<file path="config.mk">
export PLATFORM = sky130hd
export DESIGN_NAME = stream_avg_mc
export DESIGN_NICKNAME = d
export VERILOG_FILES = /design/src/rtl/stream_avg_mc.sv
export SDC_FILE = /design/constraint.sdc
export NUM_CORES = 1
export LEC_CHECK = 0
export CORE_MARGIN = 8
export CORE_UTILIZATION = 31
export DETAILED_ROUTE_END_ITERATION = 16
export SYNTH_ARGS = -nofsm -noshare
export SYNTH_HDL_FRONTEND = slang
export SYNTH_SLANG_ARGS = --single-unit
</file>
<file path="constraint.sdc">
create_clock -name clk -period 3.1 [get_ports clk]
set_input_delay 0.62 -clock clk [delete_from_list [all_inputs] [get_ports clk]]
set_output_delay 0.62 -clock clk [all_outputs]
set_load 0.01 [all_outputs]
</file>
<file path="src/rtl/stream_avg_mc.sv">
// -----------------------------------------------------------------------------
// stream_avg_mc
//
// Multi-channel streaming sum/average unit. Framed samples tagged with a channel
// ID are folded into an independent running sum and sample count per channel.
// On each frame end the sum/count are handed to a sequential restoring divider.
// The result (sum, count, average, overflow flag) then leaves on a valid/ready
// output port.
//
// Optional build macro:
//   AVG_ROUND_EN  when defined, the dividend is sum + (count>>1), which gives a
//                 round-half-up average. The divider grows by one bit, so the
//                 latency grows by one cycle. out_sum still reports the raw sum.
//
// Handshakes: a transfer happens on a rising clk edge where valid and ready are
// both high. The source holds its payload stable while valid is high and ready
// is low, and ready never depends on valid.
//
// Ports:
//   clk, rst_n   clock (rising edge), asynchronous active-low reset
//   in_valid     input sample valid
//   in_ready     unit can accept a sample (only while idle)
//   in_ch        channel of the sample
//   data_first   first sample of a frame
//   data_last    last sample of a frame
//   data_in      sample value (unsigned)
//   out_valid    result valid
//   out_ready    downstream accepts result
//   out_ch       channel of the result
//   out_sum      frame sum
//   out_count    number of accepted samples in the frame
//   out_avg      frame average
//   out_ovf      frame exceeded 2^LEN_LOG2 samples, extras dropped
//   ch_busy      per-channel frame-open flags
//   err_stray    sticky: a sample hit a closed or nonexistent channel without first
//   dbg_state    current FSM state (0 idle, 1 divide, 2 output)
// -----------------------------------------------------------------------------
module stream_avg_mc #(
  parameter int NOF_BITS = 32,
  parameter int NOF_CH   = 4,
  parameter int LEN_LOG2 = 8,
  localparam int CH_W    = (NOF_CH > 1) ? $clog2(NOF_CH) : 1,
  localparam int CNT_W   = LEN_LOG2 + 1,
  localparam int SUM_W   = NOF_BITS + LEN_LOG2
) (
  input  logic                clk,
  input  logic                rst_n,
  input  logic                in_valid,
  output logic                in_ready,
  input  logic [CH_W-1:0]     in_ch,
  input  logic                data_first,
  input  logic                data_last,
  input  logic [NOF_BITS-1:0] data_in,
  output logic                out_valid,
  input  logic                out_ready,
  output logic [CH_W-1:0]     out_ch,
  output logic [SUM_W-1:0]    out_sum,
  output logic [CNT_W-1:0]    out_count,
  output logic [NOF_BITS-1:0] out_avg,
  output logic                out_ovf,
  output logic [NOF_CH-1:0]   ch_busy,
  output logic                err_stray,
  output logic [1:0]          dbg_state
);

`ifdef AVG_ROUND_EN
  localparam int DIV_W = SUM_W + 1;
`else
  localparam int DIV_W = SUM_W;
`endif
  localparam int STEP_W = $clog2(DIV_W + 1);
  localparam logic [CNT_W-1:0] CNT_MAX  = {1'b1, {LEN_LOG2{1'b0}}};
  localparam logic [CH_W:0]    NOF_CH_L = (CH_W + 1)'(NOF_CH);

  typedef enum logic [1:0] {
    S_IDLE = 2'd0,
    S_DIV  = 2'd1,
    S_OUT  = 2'd2
  } state_e;

  state_e state_q, state_d;

  // Per-channel frame state
  logic [SUM_W-1:0] acc_q  [NOF_CH];
  logic [SUM_W-1:0] acc_d  [NOF_CH];
  logic [CNT_W-1:0] cnt_q  [NOF_CH];
  logic [CNT_W-1:0] cnt_d  [NOF_CH];
  logic [NOF_CH-1:0] open_q, open_d;
  logic [NOF_CH-1:0] ovf_q, ovf_d;
  logic              err_q, err_d;

  // Frame-end hand-off into the divider
  logic             accept;
  logic             ch_ok;
  logic             fin_go;
  logic [SUM_W-1:0] fin_sum;
  logic [CNT_W-1:0] fin_cnt;
  logic             fin_ovf;
  logic [DIV_W-1:0] dividend;

  // Restoring divider: quo_q starts as the dividend and is shifted left one bit
  // per step while the quotient bits shift in from the right.
  logic [DIV_W-1:0]  quo_q, quo_d;
  logic [CNT_W:0]    rem_q, rem_d;
  logic [CNT_W-1:0]  dvs_q, dvs_d;
  logic [STEP_W-1:0] step_q, step_d;
  logic [CNT_W:0]    rem_sh;
  logic              rem_ge;
  logic              step_done;

  // Result registers
  logic                out_valid_q, out_valid_d;
  logic [CH_W-1:0]     out_ch_q, out_ch_d;
  logic [SUM_W-1:0]    out_sum_q, out_sum_d;
  logic [CNT_W-1:0]    out_count_q, out_count_d;
  logic [NOF_BITS-1:0] out_avg_q, out_avg_d;
  logic                out_ovf_q, out_ovf_d;

  assign in_ready = (state_q == S_IDLE);
  assign accept   = in_valid & in_ready;
  assign ch_ok    = ({1'b0, in_ch} < NOF_CH_L);

  // ---------------------------------------------------------------------------
  // Per-channel accumulate / open / overflow bookkeeping
  // ---------------------------------------------------------------------------
  always_comb begin
    acc_d   = acc_q;
    cnt_d   = cnt_q;
    open_d  = open_q;
    ovf_d   = ovf_q;
    err_d   = err_q;
    fin_go  = 1'b0;
    fin_sum = '0;
    fin_cnt = '0;
    fin_ovf = 1'b0;
    if (accept) begin
      if (!ch_ok) begin
        err_d = 1'b1;
      end else begin
        if (data_first) begin
          // A new first discards whatever partial frame was open on this channel.
          acc_d[in_ch]  = SUM_W'(data_in);
          cnt_d[in_ch]  = CNT_W'(1);
          ovf_d[in_ch]  = 1'b0;
          open_d[in_ch] = 1'b1;
        end else if (open_q[in_ch]) begin
          if (cnt_q[in_ch] != CNT_MAX) begin
            acc_d[in_ch] = acc_q[in_ch] + SUM_W'(data_in);
            cnt_d[in_ch] = cnt_q[in_ch] + CNT_W'(1);
          end else begin
            ovf_d[in_ch] = 1'b1;
          end
        end else begin
          err_d = 1'b1;
        end
        // The final values include this sample unless it was dropped above.
        if (data_last && (data_first || open_q[in_ch])) begin
          fin_go        = 1'b1;
          fin_sum       = acc_d[in_ch];
          fin_cnt       = cnt_d[in_ch];
          fin_ovf       = ovf_d[in_ch];
          acc_d[in_ch]  = '0;
          cnt_d[in_ch]  = '0;
          ovf_d[in_ch]  = 1'b0;
          open_d[in_ch] = 1'b0;
        end
      end
    end
  end

`ifdef AVG_ROUND_EN
  assign dividend = DIV_W'(fin_sum) + DIV_W'(fin_cnt >> 1);
`else
  assign dividend = fin_sum;
`endif

  // ---------------------------------------------------------------------------
  // FSM next state
  // ---------------------------------------------------------------------------
  always_comb begin
    state_d = state_q;
    unique case (state_q)
      S_IDLE:  if (fin_go)    state_d = S_DIV;
      S_DIV:   if (step_done) state_d = S_OUT;
      S_OUT:   if (out_ready) state_d = S_IDLE;
      default: state_d = S_IDLE;
    endcase
  end

  // ---------------------------------------------------------------------------
  // Divider and result registers
  // ---------------------------------------------------------------------------
  assign rem_sh    = {rem_q[CNT_W-1:0], quo_q[DIV_W-1]};
  assign rem_ge    = (rem_sh >= {1'b0, dvs_q});
  // DIV_W shift steps plus one extra cycle that moves the quotient into out_avg.
  assign step_done = (step_q == STEP_W'(DIV_W));

  always_comb begin
    quo_d       = quo_q;
    rem_d       = rem_q;
    dvs_d       = dvs_q;
    step_d      = step_q;
    out_valid_d = out_valid_q;
    out_ch_d    = out_ch_q;
    out_sum_d   = out_sum_q;
    out_count_d = out_count_q;
    out_avg_d   = out_avg_q;
    out_ovf_d   = out_ovf_q;
    if (fin_go) begin
      quo_d       = dividend;
      rem_d       = '0;
      dvs_d       = fin_cnt;
      step_d      = '0;
      out_ch_d    = in_ch;
      out_sum_d   = fin_sum;
      out_count_d = fin_cnt;
      out_ovf_d   = fin_ovf;
    end else if (state_q == S_DIV) begin
      if (!step_done) begin
        quo_d  = {quo_q[DIV_W-2:0], rem_ge};
        rem_d  = rem_ge ? (rem_sh - {1'b0, dvs_q}) : rem_sh;
        step_d = step_q + STEP_W'(1);
      end else begin
        // The average never exceeds the largest sample, so truncation is exact.
        out_avg_d   = quo_q[NOF_BITS-1:0];
        out_valid_d = 1'b1;
      end
    end else if ((state_q == S_OUT) && out_ready) begin
      out_valid_d = 1'b0;
    end
  end

  // ---------------------------------------------------------------------------
  // State registers
  // ---------------------------------------------------------------------------
  always_ff @(posedge clk or negedge rst_n) begin
    if (!rst_n) begin
      state_q     <= S_IDLE;
      acc_q       <= '{default: '0};
      cnt_q       <= '{default: '0};
      open_q      <= '0;
      ovf_q       <= '0;
      err_q       <= 1'b0;
      quo_q       <= '0;
      rem_q       <= '0;
      dvs_q       <= '0;
      step_q      <= '0;
      out_valid_q <= 1'b0;
      out_ch_q    <= '0;
      out_sum_q   <= '0;
      out_count_q <= '0;
      out_avg_q   <= '0;
      out_ovf_q   <= 1'b0;
    end else begin
      state_q     <= state_d;
      acc_q       <= acc_d;
      cnt_q       <= cnt_d;
      open_q      <= open_d;
      ovf_q       <= ovf_d;
      err_q       <= err_d;
      quo_q       <= quo_d;
      rem_q       <= rem_d;
      dvs_q       <= dvs_d;
      step_q      <= step_d;
      out_valid_q <= out_valid_d;
      out_ch_q    <= out_ch_d;
      out_sum_q   <= out_sum_d;
      out_count_q <= out_count_d;
      out_avg_q   <= out_avg_d;
      out_ovf_q   <= out_ovf_d;
    end
  end

  assign out_valid = out_valid_q;
  assign out_ch    = out_ch_q;
  assign out_sum   = out_sum_q;
  assign out_count = out_count_q;
  assign out_avg   = out_avg_q;
  assign out_ovf   = out_ovf_q;
  assign ch_busy   = open_q;
  assign err_stray = err_q;
  assign dbg_state = state_q;

endmodule

</file>
After elaboration in Yosys (flattened, before gate mapping)
Index checks and enable logic that the tools add are counted.
{"block": "word_totals", "wordCells": 137, "reg_bits": 347, "out_inout_bits": 93}
{"block": "op_classes", "n_eq_ne": 8, "n_addsub": 4, "magnitude_cmp": 5, "mux": 68, "n_bitwise": 18, "n_reduce_logical": 13}
{"op": "two-way mux 160 bit", "n": 5}
{"op": "two-way mux 40 bit", "n": 10}
{"op": "bitwise mux 160 bit", "n": 2}
{"op": "two-way mux 36 bit", "n": 5}
{"op": "bitwise AND 160 bit", "n": 1}
{"op": "binary-select mux 40 bit (select 2 bit)", "n": 2}
{"op": "NOT 160 bit", "n": 1}
{"op": "two-way mux 9 bit", "n": 11}
{"op": "demux 40 bit (select 2 bit)", "n": 1}
{"op": "adder 40 x 32 -> 40 bit", "n": 1}
{"op": "bitwise AND 36 bit", "n": 1}
{"op": "binary-select mux 9 bit (select 2 bit)", "n": 2}
{"op": "bitwise mux 36 bit", "n": 1}
{"op": "NOT 36 bit", "n": 1}
{"op": "bitwise AND 32 bit", "n": 1}
{"op": "two-way mux 4 bit", "n": 8}
{"op": "NOT 32 bit", "n": 1}
{"op": "demux 9 bit (select 2 bit)", "n": 1}
{"op": "two-way mux 6 bit", "n": 3}
{"op": "bitwise AND 4 bit", "n": 3}
{"op": "bitwise OR 4 bit", "n": 3}
{"op": "AND reduction 3 bit", "n": 4}
{"op": ">= comparator 10 x 9 -> 1 bit", "n": 1}
{"op": "two-way mux 1 bit", "n": 10}
{"op": "other kinds (26)", "n": 37}

Depth between registers and ports, before layout
Gate-level depths: netlist of the first run.
{"block": "depth", "ltp_word": 16, "ltp_mapped": 20}

Least setup slack after synthesis of the first run
No wires, ideal clock.
{"block": "synth_timing", "kind": "input -> register", "start": "input in_ch[0]", "end": "register out_sum_q[28], in the netlist out_sum[28]", "t_arrival_ns": 4.843, "path_stages": 20, "setup_time_ns": 0.122, "path_buffers": 8, "slack_ns": -1.864, "required_ns": 2.978, "cell_sequence": "buf_6 > buf_6 > buf_2 > buf_2 > buf_2 > buf_2 > buf_1 > clkbuf_1 > nor2_1 > a21oi_1 > ha_1 > a21o_1 > a221o_1 > a221oi_2 > o31ai_1 > a31oi_1 > xor2_1 > and2_1 > o31ai_1 > a32o_1"}
{"block": "synth_via", "elab_chain_len": 15}
{"element": "start: declaration", "line": "50", "source": "input logic [CH_W-1:0] in_ch,"}
{"element": "NOT 2 -> 3 bit (implied by the code)"}
{"element": "binary-select mux 40 bit (select 2 bit), or another cell as far along", "line": "148", "source": "acc_d[in_ch] = acc_q[in_ch] + SUM_W'(data_in);"}
{"element": "two-way mux 40 bit (implied by the code) or logical AND 1 bit (tied branches)", "line": "148, 142"}
{"element": "two-way mux 40 bit (on tied branches)", "line": "148, 142"}
{"element": "adder 40 x 32 -> 40 bit or demux 40 bit (select 2 bit) (tied branches)", "line": "148, 142"}
{"element": "bitwise mux 160 bit", "line": "148"}
{"element": "two-way mux 160 bit", "line": "147", "source": "if (cnt_q[in_ch] != CNT_MAX) begin"}
{"element": "two-way mux 160 bit", "line": "146", "source": "end else if (open_q[in_ch]) begin"}
{"element": "two-way mux 160 bit", "line": "140", "source": "if (data_first) begin"}
{"element": "two-way mux 160 bit", "line": "136", "source": "if (accept) begin"}
{"element": "binary-select mux 40 bit (select 2 bit)", "line": "159", "source": "fin_sum = acc_d[in_ch];"}
{"element": "two-way mux 40 bit (implied by the code) (2 in a row)", "line": "159"}
{"element": "two-way mux 40 bit", "line": "157", "source": "if (data_last && (data_first || open_q[in_ch])) begin"}
{"element": "two-way mux 40 bit", "line": "136"}
{"element": "end signal: assignment", "line": "267", "source": "out_sum_q <= out_sum_d;"}
{"element": "end: declaration", "line": "114", "source": "logic [SUM_W-1:0] out_sum_q, out_sum_d;"}
Several ways; a longest one is shown, not always the timed one. The select of a mux whose other input is x is not followed.
A chain may end at the register's enable or synchronous reset.

Worst setup path in the final report of the first run
{"block": "layout_timing", "start": "register acc_q[0] (netlist bit)", "end": "register quo_q[18]"}
{"block": "layout_via", "elab_chain_len": 15}
{"element": "start: declaration", "line": "84", "source": "logic [SUM_W-1:0] acc_q [NOF_CH];"}
{"element": "start signal: assignment", "line": "239", "source": "acc_q <= '{default: '0};"}
{"element": "start signal: assignment", "line": "256", "source": "acc_q <= acc_d;"}
{"element": "binary-select mux 40 bit (select 2 bit)", "line": "148"}
{"element": "two-way mux 40 bit (implied by the code) (2 in a row)", "line": "148"}
{"element": "adder 40 x 32 -> 40 bit", "line": "148"}
{"element": "bitwise mux 160 bit", "line": "148"}
{"element": "two-way mux 160 bit", "line": "147"}
{"element": "two-way mux 160 bit", "line": "146"}
{"element": "two-way mux 160 bit", "line": "140"}
{"element": "two-way mux 160 bit", "line": "136"}
{"element": "binary-select mux 40 bit (select 2 bit)", "line": "159"}
{"element": "two-way mux 40 bit (implied by the code) (2 in a row)", "line": "159"}
{"element": "two-way mux 40 bit", "line": "157"}
{"element": "two-way mux 40 bit", "line": "136"}
{"element": "two-way mux 40 bit", "line": "209", "source": "if (fin_go) begin"}
{"element": "end signal: assignment", "line": "261", "source": "quo_q <= quo_d;"}
{"element": "end: declaration", "line": "103", "source": "logic [DIV_W-1:0] quo_q, quo_d;"}
Every way passes these cells. The select of a mux whose other input is x is not followed.

==> results of run 1 <==
[metrics by stage]
step           setup WS, ns  hold slack, ns
2_1_floorplan         -1.08           0.324
3_3_place_gp          -1.24           0.459
3_5_place_dp          -1.25           0.465
4_1_cts              -0.611           0.125
5_1_grt              -0.718           0.158
6_report             -0.623           0.118
[flip-flops by register name, summed over array words and instances (netlist names)]
name and cells:
err_stray 1, rem_q 9, out_ch 2, out_valid 1, dbg_state 2, out_ovf 1, out_count 9, out_avg 32
quo_q 40, ch_busy 4, out_sum 40, ovf_q 4, step_q 6, cnt_q 36, acc_q 160
[what timing repair did]
action,4_1_cts,5_1_grt
setup buffers,33,20
setup endpoints to repair,292,236
gates resized for setup,191,119
pin swaps,85,82
cloned,1,1
hold endpoints to repair,0,0
[worst min-delay path by stage]
| stage | depth (start not counted) | slack [ns] | to | from |
|---|---|---|---|---|
| after global routing | 1 | 0.16 | out_count[3]$_DFFE_PN0P_ | rst_n |
| final | 1 | 0.12 | out_count[3]$_DFFE_PN0P_ | rst_n |
| after CTS | 1 | 0.13 | out_count[2]$_DFFE_PN0P_ | rst_n |
| after floorplan | 0 | 0.32 | acc_q[0]$_DFFE_PN0P_ | rst_n |
| after detailed placement | 2 | 0.46 | cnt_q[15]$_DFFE_PN0P_ | cnt_q[15]$_DFFE_PN0P_ |
| after global placement | 2 | 0.46 | cnt_q[34]$_DFFE_PN0P_ | cnt_q[34]$_DFFE_PN0P_ |
[cells by family (layout without fill, tap and decap cells)]
kind of cell	count (synthesis)	in the layout
compound gates	672	672
xor+xnor	56	56
fa+ha+maj	47	47
buf+inv	156	726
flops	347	347
mux	113	113
simple gates	557	557
[cell usage after synthesis (7+ instances only)]
| library cell | instances | area, um^2 |
|---|---|---|
| a211oi_1 | 12 | 90.1 |
| a21o_1 | 46 | 345 |
| a21oi_1 | 203 | 1020 |
| a221o_1 | 29 | 290 |
| a221oi_1 | 7 | 61.3 |
| a22o_1 | 46 | 403 |
| a22oi_1 | 11 | 82.6 |
| a31oi_1 | 23 | 144 |
| and2_1 | 10 | 62.6 |
| and3_1 | 8 | 50.1 |
| buf_1 | 14 | 52.6 |
| buf_2 | 34 | 170 |
| clkbuf_1 | 64 | 240 |
| dfrtp_1 | 347 | 8680 |
| ha_1 | 45 | 563 |
| inv_1 | 33 | 124 |
| mux2_2 | 44 | 495 |
| mux2i_1 | 28 | 280 |
| mux4_2 | 41 | 923 |
| nand2_1 | 195 | 732 |
| nand2b_1 | 17 | 106 |
| nand3_1 | 26 | 130 |
| nand4_1 | 11 | 68.8 |
| nor2_1 | 222 | 833 |
| nor2b_1 | 12 | 75.1 |
| nor3_1 | 26 | 130 |
| o211ai_1 | 10 | 75.1 |
| o21a_1 | 7 | 52.6 |
| o21ai_0 | 141 | 706 |
| o21ai_1 | 9 | 45.0 |
| o21bai_1 | 8 | 60.1 |
| o22a_1 | 28 | 245 |
| o22ai_1 | 20 | 125 |
| o31ai_1 | 12 | 90.1 |
| or3_1 | 7 | 43.8 |
| xnor2_1 | 31 | 272 |
| xor2_1 | 24 | 210 |
[report_power, final]
part / internal (mW) / switching [mW]
sequential: 6.15 / 1.12
combinational: 7.35 / 7.55
clock: 2.96 / 2.00
total: 16.5 / 10.7
[worst max-delay path: cells and delay by family, from the launching register on]
family	cells	cell delay, ns
AO/OA/AOI/OAI	6	1.41
adder cells (fa/ha/maj)	2	0.55
buffers and inverters	1	0.19
flip-flops	1	0.38
multiplexers	1	0.52
AND/OR/NAND/NOR	3	0.54
[layer usage]
layer | global-route usage | vias to the layer above
met2 | 0.351 | 774
met4 | 0.0804 | 2
li1 | - | 8250
met3 | 0.0487 | 166
met1 | 0.298 | 9354
met5 | 0 | -
[cells in the final DEF, fill, tap and decap left out, types with 13 or more instances in the layout]
| cell | count |
|---|---|
| buf_4 | 417 |
| dfrtp_1 | 347 |
| nor2_1 | 194 |
| nand2_1 | 183 |
| a21oi_1 | 135 |
| clkdlybuf4s50_1 | 128 |
| o21ai_0 | 98 |
| a21oi_2 | 59 |
| a22o_1 | 46 |
| a21o_1 | 46 |
| mux2_2 | 43 |
| mux4_2 | 41 |
| clkbuf_16 | 39 |
| buf_12 | 38 |
| inv_1 | 33 |
| buf_6 | 32 |
| a221o_1 | 29 |
| ha_1 | 29 |
| o22a_1 | 28 |
| o21ai_1 | 28 |
| mux2i_1 | 25 |
| nand3_1 | 23 |
| nor2_2 | 20 |
| o21ai_2 | 19 |
| o22ai_1 | 18 |
| nor3_1 | 17 |
| xnor2_1 | 16 |
| a31oi_1 | 16 |
| xor2_1 | 15 |
| ha_4 | 14 |
| xnor2_2 | 13 |
[cell type report]
class,instances,area share
multi-input cells,1445,0.404
flip-flops and latches,347,0.308
repair buffers,622,0.201
clock buffers,46,0.0362
well taps,782,0.0347
clock inverters,24,0.0118
inverters,34,0.00452
==> flow_summary.ini, run 1 <==
[cts]
cts_buffer_depth = 3
cts_inserted_buffers = 38
htreeDepth = 2
hold_buffers = 0
clkTransAtPathRegs_ns = 0.06
clkSinkCount = 347
tritoncts = built
clock-root-buffer = clkbuf_16
clk_latency_ns = 0.58

[grt]
antenna_found_initial = 1
grt_remaining_overflow = 0
grt_pass1_vias = 18790
grt_max_degree = 85
grt_pass1_wl_mm = 120
track_usage = 0.223

[drt]
wl_per_cell_um = 24.3
vias = 18546
wl_met2_mm = 36.9
drcViolationCount = 0
drtAntennaViolNets = 0
via_per_inst = 5.62
wl_met3_mm = 5.86
highest_layer = met5
wl_mm = 80.2
drtIter0Drc = 1801
wl_met1_mm = 34.6
drtPass1Iterations = 6

[outcome]
violations = setup timing
outcome = finished, violations left

[critical_path]
cpPeakStageDelay_ns = 0.52
path_class = register to register
critical_path.endpoint = quo_q[18]$_DFFE_PN0P_
r2r_slack_ns = -0.62
crit_fanout = 3
worstPathArrival_ns = 4.16
r2r-end = quo_q[18]$_DFFE_PN0P_
endpoint_kind = register
reg2reg_depth = 13
crit_chain = mux4_2 -> ha_4 -> fa_2 -> a21o_1 -> a221o_1 -> buf_4 -> a31o_2 -> a21oi_2 -> nor2_1 -> or3_1 -> a21oi_2 -> nor3_2 -> a221o_1
reg2reg_from = acc_q[0]$_DFFE_PN0P_
critPathSlowestCell = mux4_2
cp-startpoint = acc_q[0]$_DFFE_PN0P_
startpoint_type = register
cp.required_ns = 3.54

[cells_and_area]
drive_gt1_frac = 0.365
finalNonFillerCells = 3300
fill_cells = 5527
seq_area_um2 = 8680
multiInputGateArea_um2 = 11400
antenna_cells = 0
stdcell_area_um2 = 28200
final_nets = 2575
syn2layout_area_growth_pct = 48.6
fin_util = 0.467

[power_and_ir_drop]
vdd_drop_max_mv = 0.377
leakage_nw = 12.4
finalPower_mw = 27.1
power.density_nw_per_um2 = 962

[yosys]
synth.distinct_cells = 82
synthSimpleGateAreaFrac = 0.127
ys.warnings.count = 0
synth_nets = 2035
synth_xor_area_frac = 0.0262
synth_edf_count = 0
yosysSeqAreaShare = 0.457
syn_inst = 1948
synth_fa_ha_area_frac = 0.0318
avgSynthCellArea_um2 = 9.75
synth_mux_area_frac = 0.0895
synth_compound_area_frac = 0.232
ys_seq_elements = 347
async_flop_share = 1.00
synth_top_family_by_area = compound AO/OA/AOI/OAI gates
ys.flop_type = dfrtp_1
netlist_area_um2 = 19000

[sta]
hold_violations = 0
fin_ws_ns = -0.623
rsz0062_at_grt = true
slew_headroom = 0.465
finalSetupTns_ns = -59.94
setup_viol = 177
max_slew.worst_pin.slew_ns = 0.803
slew_violations = 0
max_freq_ghz = 0.269
period_minus_slack_ns = 3.72
clock_skew_ns = 0.0301
finalCritPeriodShare = 1.20

[floorplan]
placementRows = 90
core_um2 = 60500
chipHeight_um = 264
initial_core_util = 0.314
die_w_um = 264
die-area_um2 = 69400
io_pins = 133

[placement]
placedCellCount = 3194
finalWeightedCongestion = 0.945
post_dp_cell_area_um2 = 25000
hpwl_mm = 59.0
port_buffers = 132

[flow_run]
drv_cap = 0

[hold_path]
hold_path_class = input pin to async pin
(Power assumes the default switching activity.)
==> run 2: changes to the inputs <==
--- a/config.mk
+++ b/config.mk
@@ -7,7 +7,9 @@
 export LEC_CHECK = 0
 export CORE_MARGIN = 8
 export CORE_UTILIZATION = 31
+export CTS_CLUSTER_DIAMETER = 120
 export DETAILED_ROUTE_END_ITERATION = 16
+export PLACE_DENSITY = 0.57
 export SYNTH_ARGS = -nofsm -noshare
 export SYNTH_HDL_FRONTEND = slang
 export SYNTH_SLANG_ARGS = --single-unit
==> run 2 against run 1 <==
  * The run still ends with setup timing left
  * Register-to-register slack better by 0.096 ns
  * Clock power about the same
  * Design area up 3.8%
  * Die area unchanged
  * Cell count up 1.3%
  * Utilization up 1.8 points
  * Maximum frequency up 2.6%
  * Critical path depth unchanged
  * Via count up 1.9%
  * First-iteration DRC count down 13%
  * Total power up 2.4%
  * Critical path type unchanged
==> flow_summary.ini, run 2 (synthesis gave the netlist of run 1 again) <==
[sta]
finalSetupTns_ns = -60.69
finalCritPeriodShare = 1.17
hold_violations = 0
slew_headroom = 0.341
slew_violations = 0
max_slew.worst_pin.slew_ns = 0.981
fin_ws_ns = -0.528
clock_skew_ns = 0.0218
period_minus_slack_ns = 3.63
rsz0062_at_grt = true
hold_slack_ns = 0.106
max_freq_ghz = 0.276
setup_viol = 257

[critical_path]
cp_num_buf_inv = 3
cp.required_ns = 3.53
crit_top_cell = buf_4
crit_chain = mux4_2 -> ha_4 -> a21oi_2 -> nand4b_1 -> buf_4 -> a2111o_1 -> a211oi_2 -> buf_4 -> nor2_4 -> mux2i_4 -> a2111oi_4 -> buf_4 -> o311ai_2
endpoint_kind = register
critPathTopFamily = compound AO/OA/AOI/OAI gates
critPathSlowestCell = mux4_2
crit_fanout = 3
worstPathArrival_ns = 4.06
cpPeakStageDelay_ns = 0.53
path_class = register to register
startpoint_type = register

[cts]
htreeDepth = 2
clkSinkCount = 347
cts_inserted_buffers = 40
clk_latency_ns = 0.58
cts_buffer_depth = 3
clkTransAtPathRegs_ns = 0.07
clock-root-buffer = clkbuf_16
tritoncts = built

[floorplan]
placementRows = 90
chipHeight_um = 264
die-area_um2 = 69400
die_w_um = 264
io_pins = 133
initial_core_util = 0.314
core_um2 = 60500

[placement]
post_dp_cell_area_um2 = 25000
finalWeightedCongestion = 0.956
port_buffers = 132
hpwl_mm = 58.8

[power_and_ir_drop]
p_sw_mw = 10.9
power.internal_mw = 16.9
vdd_drop_max_mv = 0.366
pwr-share-clk = 0.178
power.density_nw_per_um2 = 948
seqPwrFrac = 0.261
switching_share = 0.392
combPwrFrac = 0.561
leakage_nw = 12.8

[cells_and_area]
regMostFlops = acc_q
final_common_cell = buf_4
antenna_cells = 0
syn2layout_area_growth_pct = 54.2
drive_gt1_frac = 0.407
stdcell_area_um2 = 29300
final_nets = 2622
largest_reg_flops = 160
mostFrequentLayoutCells = 426 x buf_4, 347 x dfrtp_1, 181 x nor2_1

[grt]
track_usage = 0.220
grt_remaining_overflow = 0
antenna_found_initial = 0
grt_pass1_vias = 18675
grt_pass1_wl_mm = 119
grt_max_degree = 84

[drt]
drtAntennaViolNets = 0
drtIter0Drc = 1568
wl_mm = 82.6
drcViolationCount = 0
via_per_inst = 5.65
drtPass1Iterations = 5
wl_per_cell_um = 24.7
vias = 18890

[flow_run]
drv_cap = 0

[outcome]
outcome = finished, violations left
violations = setup timing

[hold_path]
hold_path_class = input pin to async pin
-- run 2: changes by cell type in the layout (fill, tap and decap cells not counted), moves of 13 or more --
| cell | before | now |
|---|---|---|
| clkbuf_16 | 39 | 54 |
| a21oi_1 | 135 | 120 |
| buf_6 | 32 | 57 |
| nor2_1 | 194 | 181 |
| a21oi_2 | 59 | 76 |
| nand2_1 | 183 | 161 |
| o21ai_0 | 98 | 75 |
-- run 2: layout make-up --
cell class                 instances  area [um^2]
clock buffer                      54         1150
clock inverter                    15          189
fill                            5440        31200
inverter                          34          128
multi-input combinational       1445        11900
sequential                       347         8680
tap                              782          978
timing repair buffer             667         6270
-- run 2: worst reg2reg max path, cell delays in order (launching register included) --
cell	delay, ns
dfrtp_1	0.38
mux4_2	0.53
ha_4	0.29
a21oi_2	0.05
nand4b_1	0.24
buf_4	0.19
a2111o_1	0.49
a211oi_2	0.25
buf_4	0.20
nor2_4	0.07
mux2i_4	0.21
a2111oi_4	0.33
buf_4	0.19
o311ai_2	0.09
-- run 2: path summary, 6_finish.rpt --
kind	cells past startpoint	end	startpoint	slack, ns
worst max register to register	13	out_sum[33]$_DFFE_PN0P_	acc_q[1]$_DFFE_PN0P_	-0.53
min in group clk	1	out_sum[7]$_DFFE_PN0P_	out_sum[7]$_DFFE_PN0P_	0.48
max in group asynchronous	2	acc_q[134]$_DFFE_PN0P_	rst_n	2.10
worst max-delay path	13	out_sum[33]$_DFFE_PN0P_	acc_q[1]$_DFFE_PN0P_	-0.53
worst min register to register	1	out_sum[7]$_DFFE_PN0P_	out_sum[7]$_DFFE_PN0P_	0.48
worst min-delay path	1	cnt_q[13]$_DFFE_PN0P_	rst_n	0.11
-- run 2: per-layer routing --
metal / GRT usage / share of wire / wire length (um)
met5: 0 / 0 / 0
met4: 0.0700 / 0.036 / 2980
met3: 0.0452 / 0.081 / 6720
met2: 0.345 / 0.45 / 37000
met1: 0.301 / 0.43 / 35900
-- run 2: through the flow --
step	worst slack (ns)	total power, mW	cells	util
2_1_floorplan	-1.08	13.7	1948	-
4_1_cts	-0.557	26.1	3296	0.453
3_3_place_gp	-1.27	19.8	3202	0.413
6_report	-0.528	27.8	3344	0.484
3_5_place_dp	-1.33	20.0	3202	0.413
5_1_grt	-0.614	29.3	3344	0.484
-- run 2: what timing repair did --
item                       CTS  global route
resized for setup          185           313
cloned                       0            14
buffers inserted            35            53
setup endpoints to repair  281           236
pin swaps                  104           168
hold buffers                 0             0
-- run 2: power groups by stage --
stage	registers [mW]	logic (mW)	clock network [mW]
after floorplan	7.17	6.57	0
after global placement	7.25	12.6	0
after detailed placement	7.29	12.7	0
after CTS	7.22	13.9	5.02
after global routing	7.44	16.6	5.17
final	7.26	15.6	4.93
